File: config.mk
export PLATFORM = sky130hd
export DESIGN_NAME = alu_issue
export DESIGN_NICKNAME = d
export VERILOG_FILES = /design/src/rtl/alu_pkg.sv /design/src/rtl/alu_op_decode.sv /design/src/rtl/alu_issue.sv
export SDC_FILE = /design/constraint.sdc
export NUM_CORES = 1
export LEC_CHECK = 0
export CAP_MARGIN = 40
export CORE_MARGIN = 2
export CORE_UTILIZATION = 50
export DETAILED_ROUTE_END_ITERATION = 7
export GPL_ROUTABILITY_DRIVEN = 0
export HOLD_SLACK_MARGIN = 0.1
export PLACE_DENSITY = 0.86
export RECOVER_POWER = 100
export SLEW_MARGIN = 20
export SYNTH_ARGS = -nofsm -noshare
export SYNTH_HDL_FRONTEND = slang
export SYNTH_HIERARCHICAL = 1
export SYNTH_SLANG_ARGS = --single-unit
File: constraint.sdc
create_clock -name clk -period 3.3 [get_ports clk]
set_clock_uncertainty 0.1 [all_clocks]
set_input_delay 0.33 -clock clk [delete_from_list [all_inputs] [get_ports clk]]
set_output_delay 0.33 -clock clk [all_outputs]
set_load 0.05 [all_outputs]
File: src/rtl/alu_pkg.sv
// Shared ALU definitions: operation codes, alu_op class enum, issue FSM states.
// Used by the issue stage, the op decoder and the ALU itself.
package alu_pkg;

    localparam int OP_W = 4;

    localparam logic [OP_W-1:0] OP_AND = 4'b0000;
    localparam logic [OP_W-1:0] OP_OR  = 4'b0001;
    localparam logic [OP_W-1:0] OP_ADD = 4'b0010;
    localparam logic [OP_W-1:0] OP_XOR = 4'b0101;
    localparam logic [OP_W-1:0] OP_SUB = 4'b0110;
    localparam logic [OP_W-1:0] OP_SLL = 4'b0111;
    localparam logic [OP_W-1:0] OP_EQ  = 4'b1000;
    localparam logic [OP_W-1:0] OP_SLT = 4'b1100;
    localparam logic [OP_W-1:0] OP_SRA = 4'b1110;
    localparam logic [OP_W-1:0] OP_SRL = 4'b1111;

    typedef enum logic [1:0] {
        CLS_MEM    = 2'b00,
        CLS_BRANCH = 2'b01,
        CLS_ARITH  = 2'b10,
        CLS_UPPER  = 2'b11
    } alu_op_e;

    typedef enum logic [1:0] {
        ST_EMPTY = 2'b00,
        ST_FULL  = 2'b01,
        ST_SKID  = 2'b10
    } issue_state_e;

endpackage

File: src/rtl/alu_op_decode.sv
// Combinational ALU operation decode from alu_op class and funct fields.
// Ports: alu_op_i, funct3_i, funct7_b5_i, is_rtype_i -> op_o, illegal_o.
module alu_op_decode
    import alu_pkg::*;
(
    input  logic [1:0]      alu_op_i,
    input  logic [2:0]      funct3_i,
    input  logic            funct7_b5_i,
    input  logic            is_rtype_i,
    output logic [OP_W-1:0] op_o,
    output logic            illegal_o
);

    alu_op_e cls;

    assign cls = alu_op_e'(alu_op_i);

    always_comb begin
        op_o      = OP_ADD;
        illegal_o = 1'b0;
        unique case (cls)
            CLS_MEM, CLS_UPPER: op_o = OP_ADD;
            CLS_BRANCH: begin
                unique case (funct3_i)
                    3'b000, 3'b001: op_o = OP_EQ;
                    3'b100, 3'b101: op_o = OP_SLT;
                    default:        illegal_o = 1'b1;
                endcase
            end
            CLS_ARITH: begin
                unique case (funct3_i)
                    // immediate forms never subtract, even with bit 30 set
                    3'b000: op_o = (is_rtype_i && funct7_b5_i) ? OP_SUB : OP_ADD;
                    3'b001: op_o = OP_SLL;
                    3'b010: op_o = OP_SLT;
                    3'b011: illegal_o = 1'b1;
                    3'b100: op_o = OP_XOR;
                    3'b101: op_o = funct7_b5_i ? OP_SRA : OP_SRL;
                    3'b110: op_o = OP_OR;
                    3'b111: op_o = OP_AND;
                endcase
            end
        endcase
    end

endmodule

File: src/rtl/alu_issue.sv
// ALU issue stage: decodes the op, selects operands, registers them behind a
// valid/ready handshake with a one-entry skid buffer (1-cycle latency).
// Ports: clk, reset (sync, active-high); in_valid/in_ready upstream;
// alu_op, funct3, funct7_b5, is_rtype, alu_src, rs*_addr, rs*_data, imm in;
// fwd_valid/fwd_rd/fwd_data writeback bypass (used only with ALU_ISSUE_FWD_EN);
// out_valid/out_ready downstream; SrcA, SrcB, Operation, illegal out.
module alu_issue
    import alu_pkg::*;
#(
    parameter int DATA_WIDTH    = 32,
    parameter int OPCODE_LENGTH = 4
) (
    input  logic                     clk,
    input  logic                     reset,
    input  logic                     in_valid,
    output logic                     in_ready,
    input  logic [1:0]               alu_op,
    input  logic [2:0]               funct3,
    input  logic                     funct7_b5,
    input  logic                     is_rtype,
    input  logic                     alu_src,
    input  logic [4:0]               rs1_addr,
    input  logic [4:0]               rs2_addr,
    input  logic [DATA_WIDTH-1:0]    rs1_data,
    input  logic [DATA_WIDTH-1:0]    rs2_data,
    input  logic [DATA_WIDTH-1:0]    imm,
    input  logic                     fwd_valid,
    input  logic [4:0]               fwd_rd,
    input  logic [DATA_WIDTH-1:0]    fwd_data,
    output logic                     out_valid,
    input  logic                     out_ready,
    output logic [DATA_WIDTH-1:0]    SrcA,
    output logic [DATA_WIDTH-1:0]    SrcB,
    output logic [OPCODE_LENGTH-1:0] Operation,
    output logic                     illegal
);

    localparam logic [OPCODE_LENGTH-1:0] OP_RST = OPCODE_LENGTH'(OP_ADD);

    logic [OP_W-1:0]       dec_op;
    logic                  dec_ill;
    logic [DATA_WIDTH-1:0] rs1_val;
    logic [DATA_WIDTH-1:0] rs2_val;
    logic [DATA_WIDTH-1:0] in_a;
    logic [DATA_WIDTH-1:0] in_b;
    logic                  accept;

    issue_state_e state_q, state_d;

    logic [DATA_WIDTH-1:0]    out_a_q, out_a_d;
    logic [DATA_WIDTH-1:0]    out_b_q, out_b_d;
    logic [OPCODE_LENGTH-1:0] out_op_q, out_op_d;
    logic                     out_ill_q, out_ill_d;
    logic [DATA_WIDTH-1:0]    skid_a_q, skid_a_d;
    logic [DATA_WIDTH-1:0]    skid_b_q, skid_b_d;
    logic [OPCODE_LENGTH-1:0] skid_op_q, skid_op_d;
    logic                     skid_ill_q, skid_ill_d;

    alu_op_decode u_dec (
        .alu_op_i   (alu_op),
        .funct3_i   (funct3),
        .funct7_b5_i(funct7_b5),
        .is_rtype_i (is_rtype),
        .op_o       (dec_op),
        .illegal_o  (dec_ill)
    );

`ifdef ALU_ISSUE_FWD_EN
    // x0 is never forwarded; imm is untouched by the rs2 bypass
    assign rs1_val = (fwd_valid && fwd_rd != 5'd0 && fwd_rd == rs1_addr)
                   ? fwd_data : rs1_data;
    assign rs2_val = (fwd_valid && fwd_rd != 5'd0 && fwd_rd == rs2_addr)
                   ? fwd_data : rs2_data;
`else
    logic unused_fwd;
    assign unused_fwd = ^{fwd_valid, fwd_rd, fwd_data, rs1_addr, rs2_addr};
    assign rs1_val = rs1_data;
    assign rs2_val = rs2_data;
`endif

    assign in_a     = rs1_val;
    assign in_b     = alu_src ? imm : rs2_val;
    assign in_ready = !reset && (state_q != ST_SKID);
    assign accept   = in_valid && in_ready;

    always_comb begin
        state_d    = state_q;
        out_a_d    = out_a_q;
        out_b_d    = out_b_q;
        out_op_d   = out_op_q;
        out_ill_d  = out_ill_q;
        skid_a_d   = skid_a_q;
        skid_b_d   = skid_b_q;
        skid_op_d  = skid_op_q;
        skid_ill_d = skid_ill_q;
        unique case (state_q)
            ST_EMPTY: begin
                if (accept) begin
                    out_a_d   = in_a;
                    out_b_d   = in_b;
                    out_op_d  = OPCODE_LENGTH'(dec_op);
                    out_ill_d = dec_ill;
                    state_d   = ST_FULL;
                end
            end
            ST_FULL: begin
                if (accept && !out_ready) begin
                    skid_a_d   = in_a;
                    skid_b_d   = in_b;
                    skid_op_d  = OPCODE_LENGTH'(dec_op);
                    skid_ill_d = dec_ill;
                    state_d    = ST_SKID;
                end else if (accept) begin
                    out_a_d   = in_a;
                    out_b_d   = in_b;
                    out_op_d  = OPCODE_LENGTH'(dec_op);
                    out_ill_d = dec_ill;
                end else if (out_ready) begin
                    state_d = ST_EMPTY;
                end
            end
            ST_SKID: begin
                if (out_ready) begin
                    out_a_d   = skid_a_q;
                    out_b_d   = skid_b_q;
                    out_op_d  = skid_op_q;
                    out_ill_d = skid_ill_q;
                    state_d   = ST_FULL;
                end
            end
            default: state_d = ST_EMPTY;
        endcase
    end

    always_ff @(posedge clk) begin
        if (reset) begin
            state_q    <= ST_EMPTY;
            out_a_q    <= '0;
            out_b_q    <= '0;
            out_op_q   <= OP_RST;
            out_ill_q  <= 1'b0;
            skid_a_q   <= '0;
            skid_b_q   <= '0;
            skid_op_q  <= OP_RST;
            skid_ill_q <= 1'b0;
        end else begin
            state_q    <= state_d;
            out_a_q    <= out_a_d;
            out_b_q    <= out_b_d;
            out_op_q   <= out_op_d;
            out_ill_q  <= out_ill_d;
            skid_a_q   <= skid_a_d;
            skid_b_q   <= skid_b_d;
            skid_op_q  <= skid_op_d;
            skid_ill_q <= skid_ill_d;
        end
    end

    assign out_valid = (state_q != ST_EMPTY);
    assign SrcA      = out_a_q;
    assign SrcB      = out_b_q;
    assign Operation = out_op_q;
    assign illegal   = out_ill_q;

endmodule

==> key figures <==
Status
  – Status: finished clean

Worst setup path
  – CP required: 3.48 ns
  – Crit Path Class: flop to flop
  – Crit Path Max Fanout: 37
  – Setup crit end kind: flop
  – Crit. Startpoint: state_q[0]
  – R2R Path Start: state_q[0]
  – Crit Reg-Reg Endpoint: skid_b_q[2]
  – Reg2Reg Setup Slack: 0.51 ns
  – WP data arrival: 2.96 ns
  – FF-to-FF path depth: 6
  – Startpoint Class: flop

Layout
  – Ant. Diodes: 0
  – Layout fillers: 979
  – Area of the multi-input gates: 3600 sq um
  – Area grow syn2layout: 35.2%
  – Layout Nets: 1003
  – Fin area: 9260 sq um
  – Seq. cell area: 2800 sq um
  – Layout cells sized above 1: 0.0712

Drt
  – Vias: 6423
  – Total Wirelength: 19400 um
  – Antenna viol nets, final: 0
  – Drt via density: 6.22
  – Drt drc: 0
  – Initial DRC Count: 629
  – Wire per inst: 18.8 um
  – Pre-antenna DRT Iters: 7

Clock network
  – CTS tree: built
  – Post-CTS Resized: 0
  – CTS buffer count: 17
  – Sink Count: 140
  – Postcts setup bufs: 0
  – Cts hold-fix bufs: 0
  – Root Buffer: clkbuf_16
  – Clk slew on worst S/H paths: 0.06 ns
  – CTS max path bufs: 2
  – CTS H-tree depth: 4
  – Worst skew pair latency: 0.41 ns

Die
  – # rows: 42
  – IO Count: 227
  – Die height: 121 um
  – Initial Util: 0.515
  – Die X: 121 um
  – Die area: 14600 sq um
  – Core area: 13300 sq um

Global route
  – Largest net degree at the start of global routing: 138
  – Initial antenna violation count: 0
  – First-pass GRT wire length: 30300 um
  – Overflow after GRT: 0
  – GRT Overall Usage: 0.257
  – Vias in the first global route: 6269

Logic synthesis
  – Most area-consuming cells after synthesis: dfxtp_1 (41%), mux2i_1 (15%), a211oi_1 (7.6%), a21oi_1 (5.2%), a311oi_1 (4.6%)
  – Commonest cells in the netlist: dfxtp_1 (140), mux2i_1 (102), a21oi_1 (71), a211oi_1 (69)
  – Post-synthesis compound-gate area fraction: 0.256
  – Yosys warnings: 6
  – Seq cells post-synth: 140
  – Synth area leader: dfxtp_1
  – Synthesized Nets: 877
  – Syn avg cell area: 9.52 sq um
  – Main synth FF type: dfxtp_1
  – Mapped Cells: 719
  – Sequential share of the synthesized area: 0.409
  – Synth async-reset ratio: 0
  – Post-synth EDFFs: 0
  – Synth top area share: 0.409
  – Most common cell in the synthesized netlist: dfxtp_1
  – Synth Area in XOR/XNOR: 0
  – Synth Area in Simple Gates: 0.112
  – Synth cell types: 41
  – Post-Synth Adder-Cell Area: 0.00512
  – Largest family of logic cells by synthesized area: compound AO/OA/AOI/OAI gates
  – Synthesized area: 6850 sq um
  – Multiplexer area fraction after synthesis: 0.149

STA
  – Highest clock rate: 359 MHz
  – Worst Setup Slack, final: 0.514 ns
  – Headroom to the max-slew limit: 0.532
  – Slew at the pin closest to its max-slew limit: 0.701 ns
  – Final period utilization: 0.844
  – Final hold violation count: 0
  – Clock period minus worst slack: 2.79 ns
  – Pins over their slew limit: 0
  – RSZ-0062 raised after global routing: false
  – Finish-stage setup viols: 0
  – Final setup TNS: 0 ns

Min path
  – Worst Hold End: state_q[1]
  – Hold Path Depth: 2
  – Hold Path Class: input pin to flop
  – Hold path start: reset

Power and ir drop
  – Pwr/cell area: 518 nW/um^2
  – Switching share of power: 0.263
  – Flop pwr share: 0.379
  – Combinational power share: 0.173
  – Clock power frac: 0.448
  – Power Internal: 3.53 mW
  – Peak supply drop: 0.381 mV
  – Leak pwr: 3.82 nW
  – Switch Pwr: 1.26 mW

Placed design
  – Dpl hpwl: 12100 um
  – Setup WS pre-CTS: 0.725 ns
  – Placed Area: 8590 sq um
  – Port Buf Inserts: 178

Job
  – Max-cap violations: 0
-- flip-flops by register name, summed over array words and instances, names as in the netlist --
| register | flops |
|---|---|
| SrcA | 32 |
| SrcB | 32 |
| skid_a_q | 32 |
| skid_b_q | 32 |
| Operation | 4 |
| skid_op_q | 4 |
| state_q | 2 |
| illegal | 1 |
| skid_ill_q | 1 |
-- power by group through the flow --
| stage | Clock (mW) | Sequential [mW] | Combinational, mW |
|---|---|---|---|
| global placement | 0 | 1.85 | 0.819 |
| finish | 2.15 | 1.82 | 0.829 |
| floorplan | 0 | 2.04 | 0.321 |
| detailed placement | 0 | 1.85 | 0.844 |
| CTS | 2.16 | 1.82 | 0.848 |
| global route | 2.24 | 1.83 | 0.875 |
-- worst max path at each step --
stage,to,slack [ns],cells after the start
global placement,SrcA[29],0.83,6
global route,skid_b_q[2],0.30,6
detailed placement,SrcA[29],0.72,6
floorplan,in_ready,1.20,5
CTS,in_ready,0.70,3
finish,skid_b_q[2],0.51,6
-- cell families (layout without fill, tap and decap cells) --
logic type	count (synthesis)	in the layout
buffers and inverters	95	233
muxes	102	102
AOI/OAI and AO/OA	256	256
adders and majority gates	3	3
DFF	140	140
and+or+nand+nor	123	123
-- metrics by stage --
| stage | std cells | hold slack [ns] | utilization | total power [mW] |
|---|---|---|---|---|
| 6_report | 1033 | 0.277 | 0.696 | 4.79 |
| 5_1_grt | 1033 | 0.293 | 0.696 | 4.95 |
| 4_1_cts | 1032 | 0.277 | 0.696 | 4.82 |
| 3_5_place_dp | 1001 | 0.369 | 0.646 | 2.70 |
| 3_3_place_gp | 1001 | 0.359 | 0.646 | 2.67 |
| 2_1_floorplan | 719 | 0.353 | - | 2.36 |
-- cell usage in the layout (no fill, tap or decap), types with 2 or more instances in the layout --
cell,instances
a211o_1,33
a211oi_1,69
a21oi_1,71
a311oi_1,36
a31oi_1,2
and3b_1,2
buf_12,2
buf_4,15
bufinv_16,5
clkbuf_16,17
clkbuf_8,4
clkdlybuf4s50_1,106
clkinv_2,3
dfxtp_1,139
dlygate4sd3_1,69
ha_1,2
inv_1,4
mux2i_1,102
nand2b_1,34
nand3_1,37
nor2_1,6
nor3b_1,33
o21ai_0,24
o21ai_1,14
-- final cells by class --
cell class	count	share of cell area
repair buffers	196	0.210
inverters	6	0.00257
well taps	176	0.0238
flip-flops and latches	140	0.303
multi-input cells	484	0.389
clock inverters	10	0.0200
clock buffers	21	0.0519
-- critical path: stages (launching register included) --
cell and delay, ns:
dfxtp_1 0.51, clkbuf_1 0.51, nand4bb_2 0.16, buf_4 0.28, nor2_1 0.52, buf_4 0.40, a211oi_1 0.13
-- metal layers --
layer,vias up,share of wire,global-route usage
met5,-,0,0
met4,0,0.025,0.0938
met2,313,0.49,0.437
met3,45,0.077,0.0559
met1,3083,0.41,0.320
li1,2982,-,-
Power figures use the tool's default switching activity.
==> variant: new RTL, same flow settings <==
`OPCODE_LENGTH`: 4 -> 2.
--- a/src/rtl/alu_issue.sv
+++ b/src/rtl/alu_issue.sv
@@ -8,7 +8,7 @@
     import alu_pkg::*;
 #(
     parameter int DATA_WIDTH    = 32,
-    parameter int OPCODE_LENGTH = 4
+    parameter int OPCODE_LENGTH = 2
 ) (
     input  logic                     clk,
     input  logic                     reset,
Ports: changed (resized Operation); port bits go from 227 to 225. No check against the original RTL was run, so the function may have changed too.
==> variant against the original RTL <==
- design area is 3.8% lower
- setup slack worse by 0.12 ns
- sequential cell count is 4 lower
- synthesized area is 3.1% lower
- total power is 6.2% lower
- clock power is 9.8% lower
- wire length is 6.6% lower
- count of clock-buffer cells in the layout is 1 lower
- combinational power is 4.0% lower
- highest routed layer unchanged
==> variant: results (changes against the original RTL) <==
{| class="wikitable"
! Metric !! Value
|-
| Outcome || complete, no violations
|-
| Number of nets in the layout || 976 (-2.7%)
|-
| Number of synthesis warnings || 6 (unchanged)
|-
| Hold Crit Class || in -> reg
|-
| Via count of the first global-routing pass || 5,923 (-5.5%)
|-
| Longest Clk Path Bufs || 2 (unchanged)
|-
| Maximum fanout encountered on the critical timing path || 36 (-2.7%)
|-
| Maximum number of pins on one net before global-route repair || 81 (-41%)
|-
| CTS Root Cell || sky130_fd_sc_hd__clkbuf_16
|-
| Port bufs || 175 (-1.7%)
|-
| Routed vias || 6,106 (-4.9%)
|-
| Clk pin slew, worst setup/hold paths || 0.06 ns (about the same)
|-
| Number of search-and-repair iterations in the first detailed-routing pass || 6 (-1)
|-
| Post-CTS Repair Setup Buffers || 0 (unchanged)
|-
| Max IR drop VDD || 0.0003492 V (-8.3%)
|-
| Layout cells sized above 1 || 7.108% (-0.0094 points)
|-
| Insertion delay of the later-clocked pin in the worst-skew pair || 0.41 ns (about the same)
|-
| Overall global routing resource usage || 24.93% (-0.80 points)
|-
| Internal portion of total power || 3275 uW (-7.3%)
|-
| First DRT Iteration DRCs || 683 (+8.6%)
|-
| Slew @ Worst Pin || 1.423 ns (+0.7222 ns)
|-
| Worst endpoint data arrival time || 2.47 ns (-0.49 ns)
|-
| Number of nets produced by synthesis || 852 (-2.9%)
|-
| Wire length of the first global-routing pass || 28,820 um (-4.9%)
|-
| Clock buffers created by TritonCTS || 17 (unchanged)
|-
| Final antenna diode count || 0 (unchanged)
|-
| Detailed placer's ending HPWL || 11,590 um (-3.8%)
|-
| Initial antenna violation count || 0 (unchanged)
|-
| Number of H-tree branching levels || 4 (unchanged)
|-
| Number of instances resized during post-cts repair || 0 (unchanged)
|-
| Static Leak || 0.003682 uW (-3.7%)
|-
| Routed Wire Length || 18,140 um (-6.6%)
|}
-- variant: per-layer routing --
| metal | vias to the layer above | routed length [um] | track usage [%] | share of wire [%] |
|---|---|---|---|---|
| li1 | 2873 | - | - | - |
| met2 | 264 | 9043 | 43.28 | 50 |
| met3 | 30 | 1178 | 5.077 | 6.5 |
| met5 | - | 0 | 0 | 0 |
| met1 | 2939 | 7578 | 30.85 | 42 |
| met4 | 0 | 335 | 8.185 | 1.8 |
-- variant: power by group through the flow --
stage          logic (uW)  registers, uW  clock network, uW
6_report              796           1760               1940
5_1_grt               840           1770               2020
4_1_cts               818           1770               1950
3_5_place_dp          814           1800                  0
3_3_place_gp          791           1800                  0
2_1_floorplan         312           1980                  0
-- variant: worst paths after layout --
kind                                    from      endpoint  slack (ns)  cells after the start
worst max-delay path              state_q[1]     out_valid        0.40                      3
worst min-delay path                   reset    skid_ill_q        0.16                      2
worst max register to register    state_q[1]       SrcB[3]        0.43                      5
worst min register to register  skid_a_q[24]  skid_a_q[24]        0.37                      2
-- variant: layout make-up --
type / instances / area [um2]
Multi-Input combinational cell: 464 / 3451
Tap cell: 176 / 220.2
Timing Repair Buffer: 193 / 1882
Fill cell: 966 / 4180
Inverter: 6 / 23.77
Sequential cell: 136 / 2724
Clock inverter: 11 / 147.6
Clock buffer: 20 / 456.7
-- variant: stage by stage --
step                instances  setup WS, ns  power (uW)  area [um2]  utilization, %
floorplan                 694         1.283        2297        6631               -
global placement          974        0.8078        2589        8315           63.55
detailed placement        974        0.7432        2615        8315           63.55
CTS                      1005        0.4531        4538        8920           68.17
global route             1006        0.2533        4636        8905           68.05
finish                   1006        0.3958        4499        8905           68.05
-- variant: worst max-delay path, cell delays in order, from the launching register on --
cell and delay [ns]:
sky130_fd_sc_hd__dfxtp_2 0.58, sky130_fd_sc_hd__buf_4 0.41, sky130_fd_sc_hd__or2_2 0.19, sky130_fd_sc_hd__dlygate4sd3_1 0.87
